**src/rtl/con_ff_unit_if.sv**
```systemverilog
// Branch-result handshake between the CON unit (master) and the PC-update logic (slave).
interface con_ff_unit_if;
    logic br_valid;
    logic br_ready;
    logic br_taken;

    modport master (output br_valid, output br_taken, input br_ready);
    modport slave  (input br_valid, input br_taken, output br_ready);
endinterface

```
**src/rtl/con_ff_unit.sv**
```systemverilog
// Conditional-branch unit: evaluates IR condition against BusMuxOut, holds it in the CON
// flop, offers it to PC logic via valid/ready and counts accepted taken branches.
module con_ff_unit #(
    parameter int DATA_WIDTH = 32,
    parameter int COND_W     = 3,
    parameter int CNT_W      = 8
) (
    input  logic                  clk,
    input  logic                  clr,
    input  logic [COND_W-1:0]     IR,
    input  logic [DATA_WIDTH-1:0] BusMuxOut,
    input  logic                  CONin,
    input  logic                  CONclr,
    input  logic                  cnt_clr,
    output logic                  CONout,
    output logic                  con_overrun,
    output logic [CNT_W-1:0]      taken_cnt,
    con_ff_unit_if.master         br
);

    typedef enum logic {IDLE, PEND} state_t;

    localparam logic [CNT_W-1:0] CNT_ONE = 1;

    state_t           state_reg, state_next;
    logic             con_reg, con_next;
    logic             ovr_reg, ovr_next;
    logic [CNT_W-1:0] cnt_reg, cnt_next;

    logic        is_zero;
    logic        is_neg;
    logic [7:0]  cond_tab;
    logic [31:0] ir_idx;
    logic        cond_val;
    logic        xfer;
    logic        ovr_set;

    function automatic logic cond_of(input logic [2:0] code, input logic z, input logic n);
        case (code)
            3'd0:    return z;
            3'd1:    return !z;
            3'd2:    return !n;
            3'd3:    return n;
            3'd4:    return 1'b1;
            3'd5:    return 1'b0;
            3'd6:    return !n && !z;
            default: return n || z;
        endcase
    endfunction

    assign is_zero = (BusMuxOut == '0);
    assign is_neg  = BusMuxOut[DATA_WIDTH-1];

    for (genvar gi = 0; gi < 8; gi++) begin : g_cond
        assign cond_tab[gi] = cond_of(3'(gi), is_zero, is_neg);
    end

    // Codes beyond the 8-entry table (only reachable when COND_W > 3) never branch.
    assign ir_idx   = 32'(IR);
    assign cond_val = (ir_idx < 32'd8) ? cond_tab[ir_idx[2:0]] : 1'b0;

    always_ff @(posedge clk or negedge clr) begin
        if (!clr) begin
            state_reg <= IDLE;
            con_reg   <= 1'b0;
            ovr_reg   <= 1'b0;
            cnt_reg   <= '0;
        end else begin
            state_reg <= state_next;
            con_reg   <= con_next;
            ovr_reg   <= ovr_next;
            cnt_reg   <= cnt_next;
        end
    end

    always_comb begin
        state_next = state_reg;
        con_next   = con_reg;
        ovr_next   = ovr_reg;
        cnt_next   = cnt_reg;
        ovr_set    = 1'b0;
        // A clear in the same cycle as ready abandons the result rather than counting it.
        xfer       = (state_reg == PEND) && br.br_ready && !CONclr;

        if (CONclr) begin
            state_next = IDLE;
            con_next   = 1'b0;
        end else if (CONin) begin
            state_next = PEND;
            con_next   = cond_val;
            ovr_set    = (state_reg == PEND) && !br.br_ready;
        end else if (xfer) begin
            state_next = IDLE;
        end

        if (cnt_clr) begin
            cnt_next = '0;
            ovr_next = 1'b0;
        end else begin
            if (ovr_set)
                ovr_next = 1'b1;
            if (xfer && con_reg && (cnt_reg != '1))
                cnt_next = cnt_reg + CNT_ONE;
        end
    end

    assign CONout      = con_reg;
    assign con_overrun = ovr_reg;
    assign taken_cnt   = cnt_reg;
    assign br.br_valid = (state_reg == PEND);
    assign br.br_taken = con_reg && (state_reg == PEND);

endmodule

```
**src/flat_wrapper.sv**
```systemverilog
// flat-port wrapper written by rule: the top's interface ports become plain ports
module con_ff_unit_flat 
#(
    parameter int DATA_WIDTH = 32,
    parameter int COND_W     = 3,
    parameter int CNT_W      = 8
)
  (clk, clr, IR, BusMuxOut, CONin, CONclr, cnt_clr, CONout, con_overrun, taken_cnt, br_br_valid, br_br_taken, br_br_ready);
  con_ff_unit_if br_i ();
  input  logic clk;
  input  logic clr;
  input  logic [COND_W-1:0] IR;
  input  logic [DATA_WIDTH-1:0] BusMuxOut;
  input  logic CONin;
  input  logic CONclr;
  input  logic cnt_clr;
  output logic CONout;
  output logic con_overrun;
  output logic [CNT_W-1:0] taken_cnt;
  output wire logic [$bits(br_i.br_valid)-1:0] br_br_valid;
  output wire logic [$bits(br_i.br_taken)-1:0] br_br_taken;
  input wire logic [$bits(br_i.br_ready)-1:0] br_br_ready;
  assign br_br_valid = br_i.br_valid;
  assign br_br_taken = br_i.br_taken;
  assign br_i.br_ready = br_br_ready;
  con_ff_unit #(.DATA_WIDTH(DATA_WIDTH), .COND_W(COND_W), .CNT_W(CNT_W)) u_core (.clk(clk), .clr(clr), .IR(IR), .BusMuxOut(BusMuxOut), .CONin(CONin), .CONclr(CONclr), .cnt_clr(cnt_clr), .CONout(CONout), .con_overrun(con_overrun), .taken_cnt(taken_cnt), .br(br_i));
endmodule
```
**config.mk**
```make
export PLATFORM = sky130hd
export DESIGN_NAME = con_ff_unit_flat
export DESIGN_NICKNAME = d
export VERILOG_FILES = /design/src/rtl/con_ff_unit_if.sv /design/src/rtl/con_ff_unit.sv /design/src/flat_wrapper.sv
export SDC_FILE = /design/constraint.sdc
export NUM_CORES = 1
export LEC_CHECK = 0
export BUFFER_PORTS_ARGS = -buffer_cell sky130_fd_sc_hd__clkbuf_2
export CORE_MARGIN = 5
export CORE_UTILIZATION = 42
export DETAILED_ROUTE_END_ITERATION = 16
export PLACE_DENSITY_LB_ADDON = 0.08
export SYNTH_ARGS = -nofsm -noshare
export SYNTH_HDL_FRONTEND = slang
export SYNTH_SLANG_ARGS = --single-unit
```
**constraint.sdc**
```tcl
create_clock -name clk -period 2.26 [get_ports clk]
set_input_delay 0.339 -clock clk [delete_from_list [all_inputs] [get_ports clk]]
set_output_delay 0.339 -clock clk [all_outputs]
set_load 0.01 [all_outputs]
```
* Word level (Yosys, flattened, before mapping) *
Index checks and enable logic that the tools add are counted.

storage, ports and cells
  register bits after elaboration = 11
  latch bits = 0
  bits in writable memories = 0
  bits in read-only memories = 0
  input port bits = 41
  output and inout bits = 12
  word-level logic and storage cells = 39
  memories = 0

operators by class
  add/sub/neg operators = 1
  $mul = 0
  divide/modulo/power cells = 0
  order comparisons = 2
  equal/unequal tests = 1
  shifts and indexed selects = 0
  muxes and demuxes = 14
  bitwise logic cells = 0
  reduce and logical (&&, ||, !) cells = 17

operators with widths
  operator             number
  $logic_not 32->1     1
  $mux 8               2
  $mux 1               11
  $add 8x1->8 const B  1
  $lt 3x4->1 const B   2
  $ne 8x8->1 const B   1
  $logic_and 1x1->1    7
  $reduce_bool 2->1    3
  $logic_not 1->1      4
  $bmux 1 s3           1
  $reduce_bool 3->1    1
  $logic_or 1x1->1     1

* Logic depth before layout (Yosys ltp) *
  depth after elaboration = 8
  depth in mapped cells = 6
  gate-level depth less buffers = 5

* Worst setup path after synthesis *
OpenSTA, ideal clock, no wires.

  path kind = reg2reg
  start = register u_core.cnt_reg[0] (netlist: u_core.taken_cnt[0])
  end = register u_core.cnt_reg[4] (netlist: u_core.taken_cnt[4])
  setup time = 78 ps
  arrival time = 1,443 ps
  required time = 2,182 ps
  path slack = 739 ps
  cell stages (with the launch flop) = 7
  path buffers = 1
  period minus slack after synthesis = 1,521 ps
  cell sequence = dfrtp_1 ha_1 nand3_1 o21bai_4 buf_6 or3_1 a21oi_1

between the ends
  longest elaborated chain between the ends = 3
  elaborated cells on any way between the ends = 6
  classes of those cells = 1 x add/sub; 1 x eq/ne; 2 x mux; 2 x reduce/logical

RTL lines
  what                                         line                                    text
  start, declared                              con_ff_unit.sv:28                       logic [CNT_W-1:0] cnt_reg, cnt_next;
  start signal, assigned                       con_ff_unit.sv:72                       cnt_reg <= cnt_next;
  $add 8x1->8 or $ne 8x8->1 (tied branches)    con_ff_unit.sv:103, con_ff_unit.sv:102
  $mux 8 or $logic_and 1x1->1 (tied branches)  con_ff_unit.sv:102                      if (xfer && con_reg && (cnt_reg != '1))
  $mux 8 or $reduce_bool 2->1 (tied branches)  --

Parallel ways exist; a longest one is shown, timed or not. The select of a mux whose other input is x is not followed.
A chain may end at the register's enable or synchronous reset.

* Final worst setup path *
  start = register u_core.cnt_reg[0] (netlist: u_core.taken_cnt[0])
  end = register u_core.cnt_reg[5] (netlist: u_core.taken_cnt[5])

The elaborated chain is that of the path after synthesis.

==> reports/results.ini <==
[status]
status=finished, final reports clean

[routing]
routed_wl_mm=2.010
drt_first_pass_iters=4
vias=811
wire_per_inst_um=13.58
drc_errors=0
routed_via_density=5.480
ant_nets=0
drt_iter0_drc=14

[cells_and_area]
regArea_um2=275.3
diodes=0
nFillCells=150
multi_input_area_um2=414.1
drive_gt1_frac=0.4394
fin_cells=148
final_nets=175
syn2layout_area_growth_pct=42.35

[logic_synthesis]
syn_inst=77
yosysTopAreaCell=dfrtp_1
synth-simple-area-share=0.3691
synth_compound_area_frac=0.1687
ys_seq_elements=11
synth_area_leaders=dfrtp_1 (39%), nor4_1 (7.9%), a21oi_1 (4.2%), nor2b_1 (3.5%), nand4b_4 (3.3%)
ys_types=28
syn-cell-area_um2=711.9
synth_fa_ha_area_frac=0.01757
ys_top_cells_by_count=dfrtp_1 (11), nor4_1 (9), a21oi_1 (6)
ys.flop_type=dfrtp_1
syn_avg_cell_area_um2=9.246
synthArstFlopShare=1.000
synth_mux_area_frac=0.01406
synth_top_area_share=0.3866
synth_edf_count=0
ys_seq_area_frac=0.3866
syn_nets=119
yosys_warnings=0
synth_top_family_by_area=simple AND/OR/NAND/NOR gates
synth_xor_area_frac=0.01230
synth_most_common_cell=dfrtp_1

[floorplan]
die_area_um2=2618
die-height_um=51.17
core_um2=1559
start_util=0.4567
dieWidth_um=51.17
io_pins=53
rows=14

[clock_network]
ctsResizeCount=0
cts-root-buf=clkbuf_4
clk_latency_ns=0.27
cts.sinks=11
cts_tree=yes
cts_htree_levels=1
cts_buffers=3
path_clk_slew_ns=0.07
clk_path_buf_depth=2

[sta]
worst_slack_ns=0.6617
rsz0062_at_grt=false
finalHoldViolCount=0
slew_viol_final=0
fmax_mhz=625.7
finalCritPeriodShare=0.7072
slew_headroom=0.8104
finalSetupViolCount=0
clock_skew_ns=0.008566
final.setup.tns_ns=0
worst_slew_pin_slew_ns=0.2837
fin_crit_ns=1.598

[critical_path]
cp.arrival_ns=1.79
max_stage_delay_ns=0.42
crit_fanout=12
worst-path-stages=5
timing.rr.start=u_core.taken_cnt[0]
timing_worst_setup_path_type=flip-flop to flip-flop
crit_buf_inv=0
slowest_stage=dfrtp_1
cp.required_ns=2.45
startpoint=u_core.taken_cnt[0]
r2r_setup_slack_ns=0.66
start_kind=flip-flop
path_cells=ha_1, nand3_1, o21bai_4, or4_1, a21oi_1
r2r_cells=5
worstSetupEndpointType=flip-flop
crit_family=simple AND/OR/NAND/NOR gates

[global_route]
grt_max_degree=13
overflow=0
grt_pass1_wl_mm=3.470
antenna_found_initial=0
grt_usage=0.1728
grt_pass1_vias=833

[power_and_ir_drop]
vdd_drop_max_v=0.0002801
power_density_nw_per_um2=399.7
leakagePower_nw=0.5263

[flow_run]
maxCapViolCount=0

[placed_design]
routabilityCongestion=0.7833
io_buffers=52
dpl.hpwl_mm=1.690
place_ws_ns=0.6690
placedCellCount=143

[hold_path]
min_from=CONclr
min-delay-path-class=input port to flip-flop
min_path_cells=2

## power by group
part,total [mW],internal [mW],switching (mW)
clock network,0.132,0.0683,0.0635
registers,0.204,0.200,0.00400
logic,0.0694,0.0385,0.0309
## through the flow
step | power [mW] | hold slack, ns | instance area [um^2] | util
floorplan | 0.2276 | 0.04341 | 711.9 | -
global placement | 0.2742 | 0.2281 | 977.2 | 0.6268
detailed placement | 0.2761 | 0.2308 | 977.2 | 0.6268
CTS | 0.4104 | 0.2672 | 1013 | 0.6501
global route | 0.4343 | 0.2619 | 1013 | 0.6501
finish | 0.4051 | 0.2717 | 1013 | 0.6501
## state kept, by name, summed over array words and instances, names as in the netlist
name and cells:
u_core.con_overrun 1, u_core.br.br_valid 1, u_core.CONout 1, u_core.taken_cnt 8
## cell usage in the layout (no fill, tap or decap), drive strengths merged
cell type    netlist  final
inv                2      2
dfrtp             11     11
nor3               2      2
dlygate4sd3        0      1
or4                3      3
nand2              3      3
nand4b             1      1
and2               1      1
nor2b              4      4
mux2i              1      1
a21oi              6      6
a31oi              2      2
nor3b              1      1
o31ai              3      3
nand3              4      4
o21ai              5      5
nand4              3      3
nor2               5      5
o21bai             1      1
clkbuf             0     56
or3                3      3
nor4               9      9
and3b              2      2
ha                 1      1
o221a              1      1
xor2               1      1
## layout make-up
class	count	area share
Clock buffer	4	0.02593
Inverter	2	0.007407
Multi-Input combinational cell	62	0.4086
Sequential cell	11	0.2716
Tap cell	16	0.01975
Timing Repair Buffer	53	0.2667
## layer usage
metal	global-route usage	part of all wire	vias up
met5	0	0	-
met4	0.03587	0	0
met3	0.07558	0.10	0
met2	0.2961	0.49	29
met1	0.1993	0.41	371
li1	-	-	411
## what timing repair did
action,in CTS,in global routing
buffers inserted,0,0
endpoints found under the hold margin,11,0
hold buffers,1,0
## kinds of logic (layout without fill, tap and decap cells)
family,after synthesis,count (layout)
XOR/XNOR,1,1
adder cells (fa/ha/maj),1,1
buffers and inverters,4,59
multiplexers,1,1
AND/OR/NAND/NOR,41,41
AO/OA/AOI/OAI,18,18
flip-flops,11,11
## final timing paths
kind / endpoint
setup / recovery: u_core.taken_cnt[5]
setup reg to reg: u_core.taken_cnt[5]
hold reg to reg: u_core.con_overrun
max in group asynchronous: u_core.br.br_valid
min in group asynchronous: u_core.CONout
hold / removal: u_core.CONout
No activity file was read; power rests on OpenSTA's default activity.
